--- config.mk ---
export PLATFORM = sky130hd
export DESIGN_NAME = dbg_ctrl_flat
export DESIGN_NICKNAME = d
export VERILOG_FILES = /design/src/rtl/dbg_pkg.sv /design/src/rtl/sys_ops.sv /design/src/rtl/dbg_ctrl.sv /design/src/flat_wrapper.sv
export SDC_FILE = /design/constraint.sdc
export NUM_CORES = 1
export LEC_CHECK = 0
export BUFFER_PORTS_ARGS = -buffer_cell sky130_fd_sc_hd__buf_2
export CORE_MARGIN = 4
export CORE_UTILIZATION = 51
export CTS_BUF_LIST = sky130_fd_sc_hd__clkbuf_8 sky130_fd_sc_hd__clkbuf_16
export DETAILED_ROUTE_END_ITERATION = 8
export PLACE_DENSITY = 0.8
export SLEW_MARGIN = 15
export SYNTH_ARGS = -nofsm -noshare
export SYNTH_HDL_FRONTEND = slang
export SYNTH_SLANG_ARGS = --single-unit
--- constraint.sdc ---
create_clock -name clk -period 2.9 [get_ports clk]
set_clock_uncertainty 0.05 [all_clocks]
set_input_delay 0.435 -clock clk [delete_from_list [all_inputs] [get_ports clk]]
set_output_delay 0.435 -clock clk [all_outputs]
set_load 0.1 [all_outputs]
--- src/rtl/dbg_pkg.sv ---
// Shared debug types: controller states, halt causes and a saturating counter helper.
package dbg_pkg;

  typedef enum logic [2:0] {
    RUN    = 3'd0,
    DRAIN  = 3'd1,
    HALTED = 3'd2,
    RESUME = 3'd3,
    STEP   = 3'd4
  } dbg_state_e;

  typedef enum logic [1:0] {
    DBG_CAUSE_NONE    = 2'd0,
    DBG_CAUSE_EBREAK  = 2'd1,
    DBG_CAUSE_HALTREQ = 2'd2,
    DBG_CAUSE_STEP    = 2'd3
  } dbg_cause_e;

  localparam logic [63:0] INSN_BYTES = 64'd4;

  function automatic logic [31:0] sat_inc32(input logic [31:0] value);
    return (value == 32'hFFFF_FFFF) ? value : value + 32'd1;
  endfunction

endpackage

--- src/rtl/sys_ops.sv ---
// System-op decode flags travelling with the instruction in execute.
interface sys_ops;
  logic ebreak_op;
  modport src (output ebreak_op);
  modport dst (input ebreak_op);
endinterface

--- src/rtl/dbg_ctrl.sv ---
// Debug halt controller: halts the pipeline on ebreak, halt request or step completion,
// then resumes or single-steps by redirecting fetch to dpc.
module dbg_ctrl
  import dbg_pkg::*;
#(
  parameter int unsigned DRAIN_CYCLES = 3
) (
  input  logic        clk,
  input  logic        rst_n,
  input  logic [63:0] pc,
  input  logic        retire_valid,
  sys_ops.dst         sys_ops,
  input  logic        halt_req,
  input  logic        resume_req,
  input  logic        step_req,
  input  logic        dpc_we,
  input  logic [63:0] dpc_wdata,
  output logic        stall,
  output logic        flush,
  output logic        halted,
  output logic        redirect_valid,
  output logic [63:0] redirect_pc,
  output logic        resume_ack,
  output logic [63:0] dpc,
  output logic [1:0]  cause,
  output logic [31:0] halt_cycles
);

  localparam logic [3:0] DRAIN_LOAD = 4'(DRAIN_CYCLES - 1);

  dbg_state_e  state_r, state_s;
  logic [3:0]  drain_cnt_r, drain_cnt_s;
  logic        step_pend_r, step_pend_s;
  logic [63:0] dpc_s, redirect_pc_s;
  logic [1:0]  cause_s;
  logic [31:0] halt_cycles_s;
  logic        flush_s, stall_s, halted_s, redirect_s;

  // Next-state and next-output computation.
  always_comb begin
    state_s       = state_r;
    drain_cnt_s   = drain_cnt_r;
    step_pend_s   = step_pend_r;
    dpc_s         = dpc;
    cause_s       = cause;
    halt_cycles_s = halt_cycles;
    redirect_pc_s = redirect_pc;
    flush_s       = 1'b0;

    case (state_r)
      RUN: begin
        if (retire_valid && (sys_ops.ebreak_op || halt_req)) begin
          flush_s     = 1'b1;
          state_s     = DRAIN;
          drain_cnt_s = DRAIN_LOAD;
          if (sys_ops.ebreak_op) begin
            dpc_s   = pc;
            cause_s = DBG_CAUSE_EBREAK;
          end else begin
            dpc_s   = pc + INSN_BYTES;
            cause_s = DBG_CAUSE_HALTREQ;
          end
        end else begin
          state_s = RUN;
        end
      end
      DRAIN: begin
        if (drain_cnt_r == 4'd0) begin
          state_s       = HALTED;
          halt_cycles_s = 32'd0;
        end else begin
          drain_cnt_s = drain_cnt_r - 4'd1;
        end
      end
      HALTED: begin
        halt_cycles_s = sat_inc32(halt_cycles);
        // A dpc write defers any resume/step seen in the same cycle.
        if (dpc_we) begin
          dpc_s = dpc_wdata;
        end else if (resume_req || step_req) begin
          state_s       = RESUME;
          step_pend_s   = ~resume_req;
          redirect_pc_s = dpc;
        end else begin
          state_s = HALTED;
        end
      end
      RESUME: begin
        if (step_pend_r) begin
          state_s = STEP;
        end else begin
          state_s = RUN;
          cause_s = DBG_CAUSE_NONE;
        end
        step_pend_s = 1'b0;
      end
      STEP: begin
        if (retire_valid) begin
          flush_s     = 1'b1;
          state_s     = DRAIN;
          drain_cnt_s = DRAIN_LOAD;
          if (sys_ops.ebreak_op) begin
            dpc_s   = pc;
            cause_s = DBG_CAUSE_EBREAK;
          end else begin
            dpc_s   = pc + INSN_BYTES;
            cause_s = DBG_CAUSE_STEP;
          end
        end else begin
          state_s = STEP;
        end
      end
      default: begin
        state_s = RUN;
      end
    endcase

    stall_s    = (state_s == DRAIN) || (state_s == HALTED) || (state_s == RESUME);
    halted_s   = (state_s == HALTED);
    redirect_s = (state_s == RESUME);
  end

  // State and registered outputs.
  always_ff @(posedge clk or negedge rst_n) begin
    if (!rst_n) begin
      state_r        <= RUN;
      drain_cnt_r    <= 4'd0;
      step_pend_r    <= 1'b0;
      stall          <= 1'b0;
      flush          <= 1'b0;
      halted         <= 1'b0;
      redirect_valid <= 1'b0;
      resume_ack     <= 1'b0;
      redirect_pc    <= 64'd0;
      dpc            <= 64'd0;
      cause          <= DBG_CAUSE_NONE;
      halt_cycles    <= 32'd0;
    end else begin
      state_r        <= state_s;
      drain_cnt_r    <= drain_cnt_s;
      step_pend_r    <= step_pend_s;
      stall          <= stall_s;
      flush          <= flush_s;
      halted         <= halted_s;
      redirect_valid <= redirect_s;
      resume_ack     <= redirect_s;
      redirect_pc    <= redirect_pc_s;
      dpc            <= dpc_s;
      cause          <= cause_s;
      halt_cycles    <= halt_cycles_s;
    end
  end

endmodule

--- src/flat_wrapper.sv ---
// flat-port wrapper written by rule: the top's interface ports become plain ports
module dbg_ctrl_flat import dbg_pkg::*;
#(
  parameter int unsigned DRAIN_CYCLES = 3
)
  (clk, rst_n, pc, retire_valid, halt_req, resume_req, step_req, dpc_we, dpc_wdata, stall, flush, halted, redirect_valid, redirect_pc, resume_ack, dpc, cause, halt_cycles, sys_ops_ebreak_op);
  sys_ops sys_ops_i ();
  input  logic clk;
  input  logic rst_n;
  input  logic [63:0] pc;
  input  logic retire_valid;
  input  logic halt_req;
  input  logic resume_req;
  input  logic step_req;
  input  logic dpc_we;
  input  logic [63:0] dpc_wdata;
  output logic stall;
  output logic flush;
  output logic halted;
  output logic redirect_valid;
  output logic [63:0] redirect_pc;
  output logic resume_ack;
  output logic [63:0] dpc;
  output logic [1:0] cause;
  output logic [31:0] halt_cycles;
  input wire logic [$bits(sys_ops_i.ebreak_op)-1:0] sys_ops_ebreak_op;
  assign sys_ops_i.ebreak_op = sys_ops_ebreak_op;
  dbg_ctrl #(.DRAIN_CYCLES(DRAIN_CYCLES)) u_core (.clk(clk), .rst_n(rst_n), .pc(pc), .retire_valid(retire_valid), .sys_ops(sys_ops_i), .halt_req(halt_req), .resume_req(resume_req), .step_req(step_req), .dpc_we(dpc_we), .dpc_wdata(dpc_wdata), .stall(stall), .flush(flush), .halted(halted), .redirect_valid(redirect_valid), .redirect_pc(redirect_pc), .resume_ack(resume_ack), .dpc(dpc), .cause(cause), .halt_cycles(halt_cycles));
endmodule
# After elaboration in Yosys (flattened, before gate mapping)
# Index checks and enable logic that the tools add are counted.
[totals]
ram_bits = 0
output_inout_bits = 167
inputBits = 136
romBits = 0
memories = 0
regBits = 174
latch_bits = 0
wordCells = 82
[op_classes]
mul = 0
n_div = 0
mux = 31
n_addsub = 3
n_reduce_logical = 18
n_shift = 0
n_eq_ne = 17
bitwise_logic = 2
magnitude_cmp = 0
[ops]
columns = ["cell", "count"]
rows = [
  ["2-to-1 mux 64 bit", 4],
  ["one-hot mux 64 bit (3 select lines)", 1],
  ["adder 64 x 3 -> 64 bit (second input constant)", 1],
  ["2-to-1 mux 32 bit", 2],
  ["one-hot mux 32 bit (2 select lines)", 1],
  ["adder 32 x 1 -> 32 bit (second input constant)", 1],
  ["equality test 32 bit (second input constant)", 1],
  ["one-hot mux 3 bit (5 select lines)", 1],
  ["equality test 3 x 2 -> 1 bit (second input constant)", 4],
  ["2-to-1 mux 3 bit", 4],
  ["2-to-1 mux 4 bit", 3],
  ["inequality test 2 bit (second input constant)", 6],
  ["one-hot mux 4 bit (3 select lines)", 1],
  ["AND reduction 4 bit", 3],
  ["2-to-1 mux 2 bit", 5],
  ["AND reduction 3 bit", 3],
  ["nonzero test 3 bit", 3],
  ["equality test 3 x 1 -> 1 bit (second input constant)", 2],
  ["2-to-1 mux 1 bit", 6],
  ["inequality test 2 x 1 -> 1 bit (second input constant)", 3],
  ["one-hot mux 2 bit (3 select lines)", 1],
  ["zero test 4 bit", 1],
  ["logical OR 1 bit", 4],
  ["one-hot mux 1 bit (2 select lines)", 2],
  ["other kinds (6)", 8],
]

# Depth between registers and ports, before layout
# Gate-level depths: netlist of run 1.
[logic_depth]
depth_word = 7
depth_mapped = 9
mapped_depth_nobuf = 7

# Worst setup path after synthesis of run 1
# Ideal clock, no wire load.
[synth_path]
kind = "register to register"
start = "register u_core.halt_cycles[19]"
end = "register u_core.halt_cycles[29]"
period_less_slack_ps = 2884
required_time_ps = 2773
slack_ps = 16
arrival_ps = 2757
path_stages_with_launch = 6
path_cell_list = "dfrtp_1 > nand3_1 > nor4_1 > o211ai_1 > or3_1 > a21oi_1"
[synth_between]
elab_chain_len = 3
elab_cells_between_ends = 6
[synth_rtl]
columns = ["item", "line", "rtl"]
rows = [
  ["start: declaration", "dbg_ctrl.sv:26", "output logic [31:0] halt_cycles"],
  ["start signal: assignment", "dbg_ctrl.sv:150", "halt_cycles <= halt_cycles_s;"],
  ["adder 32 x 1 -> 32 bit or equality test 32 bit (tied branches)", "dbg_pkg.sv:22", "return (value == 32'hFFFF_FFFF) ? value : value + 32'd1;"],
  ["2-to-1 mux 32 bit or inequality test 2 bit (tied branches)", "-", ""],
  ["one-hot mux 32 bit (2 select lines) or AND reduction 3 bit (tied branches)", "-", ""],
]
# Several ways; a longest one is shown, not always the timed one. The select of a mux whose other input is x is not followed.
# A chain may end at the register's enable or synchronous reset.

# Worst setup path after layout of run 1
[layout_path]
start = "register u_core.state_r[2]"
end = "register u_core.dpc[32]"
[layout_between]
elab_chain_len = 3
elab_cells_between_ends = 9
[layout_rtl]
columns = ["item", "line", "rtl"]
rows = [
  ["start: declaration", "dbg_ctrl.sv:31", "dbg_state_e state_r, state_s;"],
  ["start signal: assignment", "dbg_ctrl.sv:139", "state_r <= state_s;"],
  ["equality test 3 x 2 -> 1 bit, or another cell as far along", "dbg_ctrl.sv:50", "case (state_r)"],
  ["inequality test 2 bit (no line), or another cell as far along", "-", ""],
  ["AND reduction 4 bit (no line)", "-", ""],
  ["end signal: assignment", "dbg_ctrl.sv:148", "dpc <= dpc_s;"],
  ["end: declaration", "dbg_ctrl.sv:24", "output logic [63:0] dpc,"],
]
# Several ways; a longest one is shown, not always the timed one.

==> metrics.csv, run 1 <==
metric,value,unit
yosysMostFrequentCell,dfrtp_1,
max_freq,0.382,GHz
cts_made_buffers,17,
final_max_slew_viol_count,0,
ys_seq_elements,174,
setup_tns,0,ns
numClockSinks,174,
clockBufferDepth,2,
holdPathEnd,u_core.dpc[51],
grt_pass1_wl,46500,microns
synth_compound_area_frac,0.109,
area_growth,26.8,%
cts.htree.levels,4,
cp_data_required_time,3.15,ns
rows,49,
cp_max_fo,39,
hold_class,in2reg,
fin_nets,1400,
synth_edf_count,0,
dr.pass1.iters,5,
core-area,17900,sq um
rr_endpoint,u_core.dpc[32],
post_cts_buffers,0,
vias,9028,
synth_top_family_by_area,simple AND/OR/NAND/NOR gates,
cts_tree,done,
final_layout_size_suffix_gt1_frac,0.356,
synthTopCellsByCount,"dfrtp_1 (174), nand2_1 (75), mux2_2 (66)",
grt_pass1_vias,8734,
grt-ovfl-total,0,
first_iter_violations,753,
via_per_inst,6.00,
async_flop_share,1.00,
fin_crit,2.62,ns
ant_nets,0,
syn_area,9260,sq um
synth_xor_area_frac,0.0482,
cts_root_buf,clkbuf_16,
port_buffers,302,
yosys.area_share.simple,0.239,
cp-end-kind,flip-flop,
critPathArrivalTime,2.87,ns
holdPathStages,3,
critPathKind,reg2reg,
rsz0062_at_grt,no,
yosysSeqAreaShare,0.470,
clkLatencyLatePin,0.43,ns
grt_max_degree,69,
synthMuxAreaShare,0.0986,
drt_wl_total,29900,microns
routedWlPerCell,19.8,microns
outcome,"complete, no violations",
yosysWarnings,0,
finalHoldViolCount,0,
dieArea,20400,sq um
synth_cell_types,51,
worstRegToRegCells,6,
hold_start,dpc_wdata[51],
dieHeight,143,microns
hpwl,21800,microns
syn_nets,1099,
cts.clk_slew.worst_paths,0.07,ns
setup_viol,0,
yosysTopAreaCell,dfrtp_1,
tightest_slew,0.763,ns
final.period_utilization,0.903,
maxCapViolations,0,
syn_area_per_cell,9.66,sq um
netlist_top_cells_area,"dfrtp_1 (47%), mux2_2 (8.0%), a21oi_1 (3.4%)",
timing.reg2reg.setup_slack,0.28,ns
synth_flop_cell,dfrtp_1,
synthAdderAreaFrac,0.00540,
synthCells,959,
post_cts_resize_count,0,
start_kind,flip-flop,
r2r_start,u_core.state_r[2],
fp.dieW,143,microns
ctsHoldBuffers,1,
synth_top_area_frac,0.470,
start_util,0.517,
antenna_found_initial,3,
drc,0,
pin_count,303,
globalplace.congestion,0.894,
relSlewSlack,0.491,
grt_util_all_layers,0.286,
-- registers in the layout (all words and copies together) (netlist names), 2 cells and up --
name,cells
u_core.cause,2
u_core.dpc,64
u_core.drain_cnt_r,4
u_core.halt_cycles,32
u_core.redirect_pc,64
u_core.state_r,3
-- through the flow --
| step | hold WS [ns] | std cells | setup WS [ns] | area [sq um] | utilization |
|---|---|---|---|---|---|
| global route | 0.201 | 1505 | 0.138 | 11700 | 0.656 |
| global placement | 0.433 | 1469 | 0.165 | 11200 | 0.624 |
| finish | 0.188 | 1505 | 0.282 | 11700 | 0.656 |
| CTS | 0.181 | 1502 | 0.291 | 11700 | 0.656 |
| floorplan | 0.0894 | 959 | 0.0160 | 9260 | - |
| detailed placement | 0.440 | 1469 | 0.138 | 11200 | 0.624 |
-- per-layer routing --
layer  global-route usage  routed length [microns]
met5                    0                        0
met2                0.484                    14700
met3               0.0516                     2090
met1                0.368                    12100
met4                0.110                      949
-- worst max-delay path by stage --
stage / from / end / depth (start not counted) / slack (ns)
final: u_core.state_r[2] / u_core.dpc[32] / 6 / 0.28
after detailed placement: pc[5] / u_core.dpc[63] / 6 / 0.14
after global routing: u_core.state_r[2] / u_core.dpc[32] / 6 / 0.14
after global placement: pc[5] / u_core.dpc[63] / 6 / 0.16
after floorplan: u_core.halt_cycles[19] / u_core.halt_cycles[29] / 5 / 0.02
after CTS: u_core.state_r[2] / u_core.dpc[32] / 6 / 0.29
-- cells by family after synthesis --
| group | Yosys count |
|---|---|
| compound gates | 176 |
| simple gates | 401 |
| fa+ha+maj | 4 |
| xor+xnor | 51 |
| buf+inv | 70 |
| flops | 174 |
| mux | 83 |
-- final cells by class --
class,count,area (sq um)
tap,229,287
clock buffer,18,439
timing repair buffer,339,1840
fill,1486,6160
inverter,13,48.8
antenna,3,7.51
multi-input combinational,715,4650
clock inverter,14,119
sequential,174,4350
-- cell usage in the layout (no fill, tap or decap), types with 4 or more instances in the layout --
master	count
inv_1	14
dfrtp_1	174
and2_1	5
xor2_1	19
or4_1	16
clkbuf_16	17
mux2_2	66
buf_2	301
or3b_2	4
o31ai_1	9
a211oi_1	5
ha_1	4
nor4b_1	4
xnor2_1	32
a31oi_1	5
buf_4	33
nand4_1	35
nor3b_1	4
nand3_1	56
o211ai_1	9
or3_1	23
and3_1	40
nand2_1	75
a21oi_1	63
and4_1	13
o22ai_1	16
nor2_1	58
mux2i_1	17
o21ai_0	56
nor3_1	21
nor4_1	31
-- worst max-delay path, cell delays in order, from the launching register on --
cell and delay (ns):
dfrtp_1 0.48, or3_1 0.61, a22o_2 0.55, buf_4 0.34
and3_1 0.20, a21oi_1 0.13, o21ai_0 0.11
Power of run 1 is left out: the tool's default activity adds up to more than one toggle a clock period on the data nets, which glitch-free logic cannot reach.
==> run 2, diff against run 1 <==
- CORE_UTILIZATION: 51 -> 55
- HOLD_SLACK_MARGIN: unset -> 0.15
- PLACE_DENSITY: 0.8 -> 0.86
- clock period: 2.9 -> 3.1 ns (I/O delays scaled with it)
==> run 2 against run 1 <==
Maximum frequency grew 1.6%. Critical path depth fell by 1. Final area hardly changed. Via count increased by 1.4%. Cell count fell by 1.0%. Core utilization increased by 5.5 points. Highest routed layer is now met5.
==> metrics.csv, run 2 (synthesized netlist as in run 1, its figures left out) <==
metric,value,unit
cts.clk_slew.worst_paths,0.07,ns
grt_pass1_wl,46800,microns
cts_root_buf,clkbuf_16,
finalHoldViolCount,0,
max_freq,0.388,GHz
crit_buf_inv,2,
reg_top3,"u_core.dpc x64, u_core.redirect_pc x64, u_core.halt_cycles x32",
post_cts_buffers,0,
cp-end-kind,flip-flop,
drc,0,
setup_viol,0,
pin_count,303,
critPathKind,reg2reg,
cp_top_family,simple AND/OR/NAND/NOR gates,
fin_crit,2.58,ns
crit_chain,or3b_2 > buf_4 > nor3_2 > buf_12 > mux2_2,
critPathSlowestCell,or3b_2,
numClockSinks,174,
cp_data_required_time,3.37,ns
clockBufferDepth,2,
final_util,0.711,
globalplace.congestion,0.886,
pre_cts_ws,0.274,ns
grt_util_all_layers,0.316,
drt_wl_total,30400,microns
layout_commonest_cell,buf_2,
grt_pass1_vias,9015,
rows,47,
critPathArrivalTime,2.84,ns
via_per_inst,6.14,
dieArea,19000,sq um
outcome,"complete, no violations",
ant_nets,0,
final_max_slew_viol_count,0,
clkLatencyLatePin,0.43,ns
timing.reg2reg.setup_slack,0.52,ns
port_buffers,302,
grt_max_degree,66,
fp.dieW,138,microns
worst_slack,0.522,ns
cts_tree,done,
hpwl,22000,microns
routedWlPerCell,20.4,microns
first_iter_violations,845,
cts_made_buffers,17,
post_cts_resize_count,0,
grt-ovfl-total,0,
hold_class,in2reg,
relSlewSlack,0.480,
start_util,0.561,
core-area,16500,sq um
layout_common_cells,"buf_2 (301), dfrtp_1 (174), nand2_1 (75)",
vias,9151,
final.period_utilization,0.832,
antenna_found_initial,4,
dr.pass1.iters,8,
setup_tns,0,ns
dieHeight,138,microns
rsz0062_at_grt,no,
maxCapViolations,0,
final_layout_size_suffix_gt1_frac,0.354,
cp_max_fo,61,
cts.htree.levels,4,
ctsHoldBuffers,1,
start_kind,flip-flop,
slowest_delay,0.52,ns
area_growth,26.8,%
tightest_slew,0.772,ns
fin_nets,1394,
-- run 2: changes by cell type in the layout (fill, tap and decap cells not counted), sizes merged --
cell    previous run  this run
clkinv             6         5
inv               17        18
clkbuf            18        17
buf              338       332
bufinv             1         2
-- run 2: per-stage QoR --
step | area, sq um | hold WS, ns | cells
detailed placement | 11100 | 0.434 | 1454
finish | 11700 | 0.232 | 1490
global placement | 11100 | 0.429 | 1454
floorplan | 9260 | 0.119 | 959
global route | 11700 | 0.231 | 1490
CTS | 11700 | 0.220 | 1487
-- run 2: worst min-delay path, stage by stage --
cell,delay [ns]
buf_2,0.08
nand3_1,0.05
nand3_1,0.08
-- run 2: worst paths after layout --
| path | start | to | cells after the start |
|---|---|---|---|
| min reg2reg | u_core.redirect_pc[52] | u_core.redirect_pc[52] | 1 |
| max reg2reg | u_core.state_r[0] | u_core.redirect_pc[40] | 5 |
| max | u_core.state_r[0] | u_core.redirect_pc[40] | 5 |
| min | dpc_wdata[51] | u_core.dpc[51] | 3 |
| min in group asynchronous | rst_n | u_core.redirect_pc[5] | 2 |
| max in group asynchronous | rst_n | u_core.state_r[2] | 3 |
-- run 2: area by class of cell --
cell class	instances	area (sq um)
fillers	1240	4780
multi-input cells	715	4650
flip-flops and latches	174	4350
repair buffers	333	1800
clock buffers	17	425
well taps	220	275
clock inverters	15	181
inverters	13	48.8
diodes	3	7.51
-- run 2: layer usage --
metal / part of all wire / wire length [microns] / global-route usage / vias up
met1: 0.38 / 11400 / 0.389 / 4354
met5: 0.00043 / 13 / 0 / -
met2: 0.48 / 14700 / 0.521 / 531
met3: 0.092 / 2800 / 0.0723 / 110
met4: 0.048 / 1450 / 0.162 / 2
li1: - / - / - / 4154
Power of run 2 is left out for the same reason.
